File: config.mk
export PLATFORM = sky130hd
export DESIGN_NAME = ssd_scan_driver
export DESIGN_NICKNAME = d
export VERILOG_FILES = /design/src/rtl/ssd_scan_driver.sv
export SDC_FILE = /design/constraint.sdc
export NUM_CORES = 1
export LEC_CHECK = 0
export CAP_MARGIN = 30
export CORE_AREA = 2 2 95 97
export DETAILED_ROUTE_END_ITERATION = 12
export DIE_AREA = 0 0 97 99
export PLACE_DENSITY_LB_ADDON = 0.12
export SYNTH_ARGS = -nofsm -noshare
export SYNTH_HDL_FRONTEND = slang
export SYNTH_SLANG_ARGS = --single-unit
File: constraint.sdc
create_clock -name clk -period 2.2 [get_ports clk]
set_input_delay 0.44 -clock clk [delete_from_list [all_inputs] [get_ports clk]]
set_output_delay 0.44 -clock clk [all_outputs]
set_load 0.05 [all_outputs]
File: src/rtl/ssd_scan_driver.sv
// Four-digit multiplexed seven-segment driver. A 13-bit binary value becomes BCD
// through a serial double-dabble converter, and the digits are scanned with a refresh counter.
module ssd_scan_driver #(
  parameter int unsigned REFRESH_DIV = 100000,
  parameter bit          BLANK_LZ    = 1'b1
) (
  input  logic        clk,
  input  logic        rst,
  input  logic [12:0] value,
  output logic [3:0]  anode,
  output logic [6:0]  seg,
  output logic        busy
);

  localparam int unsigned CNT_W = (REFRESH_DIV > 2) ? $clog2(REFRESH_DIV) : 1;
  localparam logic [CNT_W-1:0] CNT_MAX = CNT_W'(REFRESH_DIV - 1);
  localparam logic [3:0] LAST_STEP = 4'd12;

  typedef enum logic {
    IDLE = 1'b0,
    CONV = 1'b1
  } state_e;

  state_e           state_q, state_d;
  logic [3:0]       step_q, step_d;
  logic [12:0]      last_val_q, last_val_d;
  logic [28:0]      shift_q, shift_d;
  logic [15:0]      digits_q, digits_d;
  logic [CNT_W-1:0] refresh_q, refresh_d;
  logic [1:0]       sel_q, sel_d;

  logic [28:0] adjusted;
  logic [3:0]  nibble;
  logic        blank;

  function automatic logic [15:0] dd_adjust(input logic [15:0] bcd);
    logic [15:0] res;
    res = bcd;
    for (int i = 0; i < 4; i++) begin
      if (bcd[4*i +: 4] >= 4'd5) res[4*i +: 4] = bcd[4*i +: 4] + 4'd3;
    end
    return res;
  endfunction

  function automatic logic [6:0] seg_decode(input logic [3:0] d);
    logic [6:0] s;
    case (d)
      4'd0:    s = 7'b1000000;
      4'd1:    s = 7'b1111001;
      4'd2:    s = 7'b0100100;
      4'd3:    s = 7'b0110000;
      4'd4:    s = 7'b0011001;
      4'd5:    s = 7'b0010010;
      4'd6:    s = 7'b0000010;
      4'd7:    s = 7'b1111000;
      4'd8:    s = 7'b0000000;
      4'd9:    s = 7'b0010000;
      default: s = 7'b1111111;
    endcase
    return s;
  endfunction

  assign adjusted = {dd_adjust(shift_q[28:13]), shift_q[12:0]};

  // NOTE: every variable assigned in always_comb gets a default first so no latch is inferred.
  always_comb begin
    state_d    = state_q;
    step_d     = step_q;
    last_val_d = last_val_q;
    shift_d    = shift_q;
    digits_d   = digits_q;
    case (state_q)
      IDLE: begin
        if (value != last_val_q) begin
          shift_d    = {16'd0, value};
          last_val_d = value;
          step_d     = 4'd0;
          state_d    = CONV;
        end
      end
      CONV: begin
        shift_d = {adjusted[27:0], 1'b0};
        step_d  = step_q + 4'd1;
        // Only the final shift publishes, so the display never sees a half-converted value.
        if (step_q == LAST_STEP) begin
          digits_d = shift_d[28:13];
          step_d   = 4'd0;
          state_d  = IDLE;
        end
      end
    endcase
  end

  always_comb begin
    refresh_d = refresh_q + CNT_W'(1);
    sel_d     = sel_q;
    if (refresh_q == CNT_MAX) begin
      refresh_d = '0;
      sel_d     = sel_q + 2'd1;
    end
  end

  // NOTE: sequential state uses non-blocking assignments so every flop samples pre-edge values.
  // NOTE: the shift register is reset too; it is small, and a known value keeps the aborted-conversion path deterministic.
  always_ff @(posedge clk) begin
    if (rst) begin
      state_q    <= IDLE;
      step_q     <= 4'd0;
      last_val_q <= 13'd0;
      shift_q    <= 29'd0;
      digits_q   <= 16'd0;
      refresh_q  <= '0;
      sel_q      <= 2'd0;
    end else begin
      state_q    <= state_d;
      step_q     <= step_d;
      last_val_q <= last_val_d;
      shift_q    <= shift_d;
      digits_q   <= digits_d;
      refresh_q  <= refresh_d;
      sel_q      <= sel_d;
    end
  end

  assign busy = (state_q == CONV);

  // Display path depends only on registered select and digits.
  always_comb begin
    nibble = digits_q[{sel_q, 2'b00} +: 4];
    case (sel_q)
      2'd1:    blank = (digits_q[15:4] == 12'd0);
      2'd2:    blank = (digits_q[15:8] == 8'd0);
      2'd3:    blank = (digits_q[15:12] == 4'd0);
      default: blank = 1'b0;
    endcase
    blank = blank & BLANK_LZ;
    anode = ~(4'b0001 << sel_q);
    seg   = blank ? 7'b1111111 : seg_decode(nibble);
  end

endmodule

# ---- Yosys cells after proc, flatten, opt, wreduce, memory -nomap -nowiden
# Memories as Yosys holds them, arrays and structs flattened.
# Cells that the tools add are included.
dict set report totals {
  ff_bits 82
  mem_bits_ro 112
  output_inout_bits 12
  memories 1
}
# memory words width read_ports rd_ports_with_merged_regs write_ports line
set memory_table {}
lappend memory_table {{(no name shown)} 16 7 1 0 0 47} ;# case (d)
dict set report classes {
  addsub 7
  n_lt_le_gt_ge 4
  n_eq_ne 7
  n_shift 2
  n_mux 14
  bitwise 2
  n_reduce_logical 6
}
# cell n
set op_table {}
lappend op_table {{29-bit case mux with 2 select lines} 1}
lappend op_table {{29-bit two-way mux} 1}
lappend op_table {{4-bit two-way mux} 5}
lappend op_table {{17-bit by 1-bit adder with 17-bit output (second input constant)} 1}
lappend op_table {{17-bit == test (second input constant)} 1}
lappend op_table {{4-bit by 3-bit >= comparator with 1-bit output (second input constant)} 4}
lappend op_table {{16-bit by 5-bit variable part select with 4-bit output} 1}
lappend op_table {{13-bit != test} 1}
lappend op_table {{4-bit by 2-bit adder with 4-bit output (second input constant)} 3}
lappend op_table {{12-bit zero test} 1}
lappend op_table {{8-bit zero test} 1}
lappend op_table {{4-bit case mux with 2 select lines} 1}
lappend op_table {{7-bit two-way mux} 1}
lappend op_table {{4-bit by 1-bit adder with 4-bit output (second input constant)} 1}
lappend op_table {{2-bit == test (second input constant)} 2}
lappend op_table {{4-bit == test (second input constant)} 1}
lappend op_table {{4-bit zero test} 1}
lappend op_table {{4-bit NOT} 1}
lappend op_table {{2-bit AND reduction} 2}
lappend op_table {{1-bit by 2-bit << shifter with 4-bit output (first input constant)} 1}
lappend op_table {{3-bit by 2-bit adder with 3-bit output (second input constant)} 1}
lappend op_table {{3-bit two-way mux} 1}
lappend op_table {{1-bit case mux with 3 select lines} 1}
lappend op_table {{2-bit by 1-bit adder with 2-bit output (second input constant)} 1}
lappend op_table {{6 further kinds} 7}

# ---- Longest topological paths before layout
dict set report depth {
  ltp_word 3
  mapped_depth 8
  mapped_depth_nobuf 7
}

# ---- Worst setup path before layout
# No wires, ideal clock.
dict set report synth_path {
  path_type {register to output}
  start {register sel_q[0]}
  end {output seg[3]}
  t_arrival_ps 2705
  t_required_ps 1760
  setup_slack_ps -945
  path_stages_with_launch 8
  path_buffers 1
  cell_sequence {dfxtp_1 > buf_2 > mux4_2 > inv_1 > ha_1 > a21oi_1 > nor2_1 > o21ai_0}
}
dict set report synth_via {
  elab_chain_cells 3
  word_cells_on_any_way 7
  classes_between {eq/ne: 3; shift: 1; mux: 2; memory: 1}
}
# element line
set synth_lines {}
lappend synth_lines {{start: declaration} 30} ;# logic [1:0] sel_q, sel_d;
lappend synth_lines {{start signal: assignment} 121} ;# sel_q <= sel_d;
lappend synth_lines {{16-bit by 5-bit variable part select with 4-bit output, or another cell as far along} 129} ;# nibble = digits_q[{sel_q, 2'b00} +: 4];
lappend synth_lines {{memory read 16 x 7 bit / 1-bit case mux with 3 select lines (equally long branches)} --}
lappend synth_lines {{7-bit two-way mux *} 138} ;# seg = blank ? 7'b1111111 : seg_decode(nibble);
lappend synth_lines {{end: declaration} 11} ;# output logic [6:0] seg,
# Every way passes the cells marked *; elsewhere a longest branch is shown, timed or not.

# ---- Worst setup path after layout
# Same ends and word-level chain as after synthesis.

==> impl_metrics.json <==
{
  "synth_top_family_by_area": "simple AND/OR/NAND/NOR gates",
  "worstPathRequired_ns": 1.76,
  "diodes": 0,
  "grt_usage": 0.184,
  "p_leak_uw": 0.00193,
  "arrival_ns": 2.13,
  "rsz0062_at_grt": "true",
  "slew_headroom": 0.547,
  "overflow": 0,
  "yosys.area_share.xor_xnor": 0.0690,
  "dpl_worst_slack_ns": -0.130,
  "cp-end-kind": "output port",
  "synth-edff-count": 0,
  "grt_pass1_vias": 3425,
  "synthDistinctLibCells": 38,
  "io_pins": 27,
  "powerDensity_nw_per_um2": 547,
  "layout_min_cycle_time_ns": 2.57,
  "drt_iter0_drc": 175,
  "max_stage_delay_ns": 0.60,
  "layoutNonFillerInstCount": 663,
  "vias": 3570,
  "clock-sinks": 82,
  "ys_ff_latch": 82,
  "dpl.hpwl_mm": 5.91,
  "ir_worst_vdd_uv": 327,
  "nets": 586,
  "ant_nets": 0,
  "place_congestion": 0.744,
  "initial_core_util": 0.490,
  "placed_cells": 642,
  "holdBufCountCts": 0,
  "io_buffer_count": 26,
  "yosys.area_share.simple": 0.210,
  "synth_mux_area_frac": 0.0669,
  "worst_slack_ns": -0.370,
  "tns_ns": -2.39,
  "cp_top_family": "multiplexers",
  "layout-drive-gt1-share": 0.180,
  "crit_slowest_cell": "mux4_2",
  "clockBufferDepth": 2,
  "wire_per_inst_um": 13.0,
  "fmax_mhz": 389,
  "clk_latency_ns": 0.35,
  "path_class": "reg2out",
  "fin_skew_ns": 0.0109,
  "hold_viol": 0,
  "cts_tree": "yes",
  "min_path_type": "reg2reg",
  "dr.pass1.iters": 4,
  "async_reset_ff_frac": 0,
  "comb_power_share": 0.072,
  "synth_compound_area_frac": 0.141,
  "drt_wl_total_mm": 8.65,
  "grt_antenna_before_repair": 0,
  "status": "complete, but fails checks",
  "whs_ns": 0.448,
  "rows": 34,
  "swShare": 0.243,
  "syn_avg_cell_area_sq_um": 8.30,
  "synthCells": 505,
  "drv_slew": 0,
  "cp_num_buf_inv": 2,
  "cts_root_buffer": "clkbuf_8",
  "p_sw_uw": 687,
  "routed_via_density": 5.38,
  "tightest_slew_ns": 0.680,
  "synth_nets": 541,
  "cp_max_fo": 5,
  "yosys.area_share.adder": 0.0627,
  "power.internal_uw": 2140,
  "grt_first_pass_wirelength_mm": 14.8,
  "finalCritPeriodShare": 1.17,
  "ctsHtreeMaxLevel": 3,
  "worstPathCellList": "mux4_2 > inv_4 > ha_4 > a21oi_4 > nor2_2 > o21ai_4 > buf_12",
  "clkTransAtPathRegs_ns": 0.09,
  "yosysSeqAreaShare": 0.392,
  "grt_max_degree": 66,
  "route.detailed.drc": 0,
  "fp.dieH_um": 99,
  "violations": "setup timing",
  "ys_warn_count": 0,
  "core_area_sq_um": 8550,
  "area_growth_pct": 23.2,
  "die_area_sq_um": 9600,
  "syn_area_sq_um": 4190,
  "start_kind": "flip-flop",
  "dieWidth_um": 97,
  "cts_buffers": 9,
  "synth_flop_cell": "dfxtp_1",
  "drv_cap": 0,
  "setup_viol": 7,
  "clock_power_share": 0.381,
  "pwr-share-seq": 0.547
}
path summary, 6_finish.rpt:
path,from,to,slack [ns],cells past startpoint
max,sel_q[0],seg[3],-0.37,7
min,refresh_q[0],refresh_q[0],0.45,1
min reg2reg,refresh_q[0],refresh_q[0],0.45,1
max reg2reg,refresh_q[0],refresh_q[16],0.29,6
power by group through the flow:
stage	clock (uW)	sequential, uW	combinational, uW
floorplan	0	1580	123
global placement	0	1580	201
detailed placement	0	1580	206
CTS	1100	1540	207
global route	1160	1550	229
finish	1070	1540	204
layout make-up:
type	instances	area, sq um
flip-flops and latches	82	1650
fillers	771	3390
clock buffers	10	128
clock inverters	6	67.6
inverters	23	91.3
repair buffers	61	642
multi-input cells	373	2450
well taps	108	135
metrics by stage:
stage	util	instance area, sq um	total power (uW)
global route	0.604	5160	2940
CTS	0.597	5100	2850
finish	0.604	5160	2820
detailed placement	0.567	4840	1790
global placement	0.567	4840	1780
floorplan	-	4270	1700
synth_stat cells (5+ instances only):
| library cell | instances | area [sq um] |
|---|---|---|
| a21oi_1 | 54 | 270 |
| nand2b_1 | 8 | 50.1 |
| nor3_1 | 5 | 25.0 |
| nor2_1 | 51 | 191 |
| nand2_1 | 70 | 263 |
| nand3_1 | 32 | 160 |
| a31oi_1 | 5 | 31.3 |
| nand4_1 | 5 | 31.3 |
| mux2i_1 | 19 | 190 |
| ha_1 | 21 | 263 |
| dfxtp_1 | 82 | 1640 |
| a211oi_1 | 13 | 97.6 |
| and3_1 | 7 | 43.8 |
| o21ai_0 | 24 | 120 |
| inv_1 | 22 | 82.6 |
| xnor2_1 | 11 | 96.3 |
| clkbuf_1 | 14 | 52.6 |
| xor2_1 | 22 | 193 |
cell families (layout without fill, tap and decap cells):
family / count (synthesis) / after routing
flip-flops: 82 / 82
adder cells (fa/ha/maj): 21 / 21
multiplexers: 23 / 23
XOR/XNOR: 33 / 33
buffers and inverters: 50 / 100
AO/OA/AOI/OAI: 106 / 106
AND/OR/NAND/NOR: 190 / 190
sequential cells by signal, summed over array words and instances, names as in the netlist:
register and count:
shift_q 29, refresh_q 17, digits_q 16, last_val_q 13
step_q 4, sel_q 2, busy 1
timing repair:
action,CTS,global route
setup buffers,1,4
gates resized for setup,14,8
endpoints found under the hold margin,0,0
pin swaps,7,3
endpoints found under the setup margin,7,7
layout by cell type, fill, tap and decap left out, types with 3 or more instances in the layout:
cell type / count
a311oi_1: 4
nand2b_1: 7
xor2_1: 22
a21oi_2: 3
ha_1: 17
buf_12: 12
and4_1: 3
a31oi_1: 5
o21ai_0: 18
ha_4: 3
a211oi_1: 13
nand3_1: 32
mux2i_1: 19
nor2_1: 47
buf_4: 34
o21ai_1: 4
o21ai_4: 4
nand2_1: 68
inv_1: 19
mux4_2: 4
xnor2_1: 11
nor3_1: 5
clkbuf_8: 9
and3_1: 7
dfxtp_1: 81
clkdlybuf4s50_1: 13
nand4_1: 5
a21oi_1: 50
routing by layer:
| layer | vias up | GRT usage | wire [um] | part of all wire |
|---|---|---|---|---|
| met5 | - | 0 | 0 | 0 |
| met4 | 0 | 0.0563 | 102 | 0.012 |
| met3 | 11 | 0.0404 | 235 | 0.027 |
| met2 | 44 | 0.325 | 4330 | 0.50 |
| met1 | 1689 | 0.225 | 3980 | 0.46 |
| li1 | 1826 | - | - | - |
Note: power is estimated with default switching activity, not from simulation.
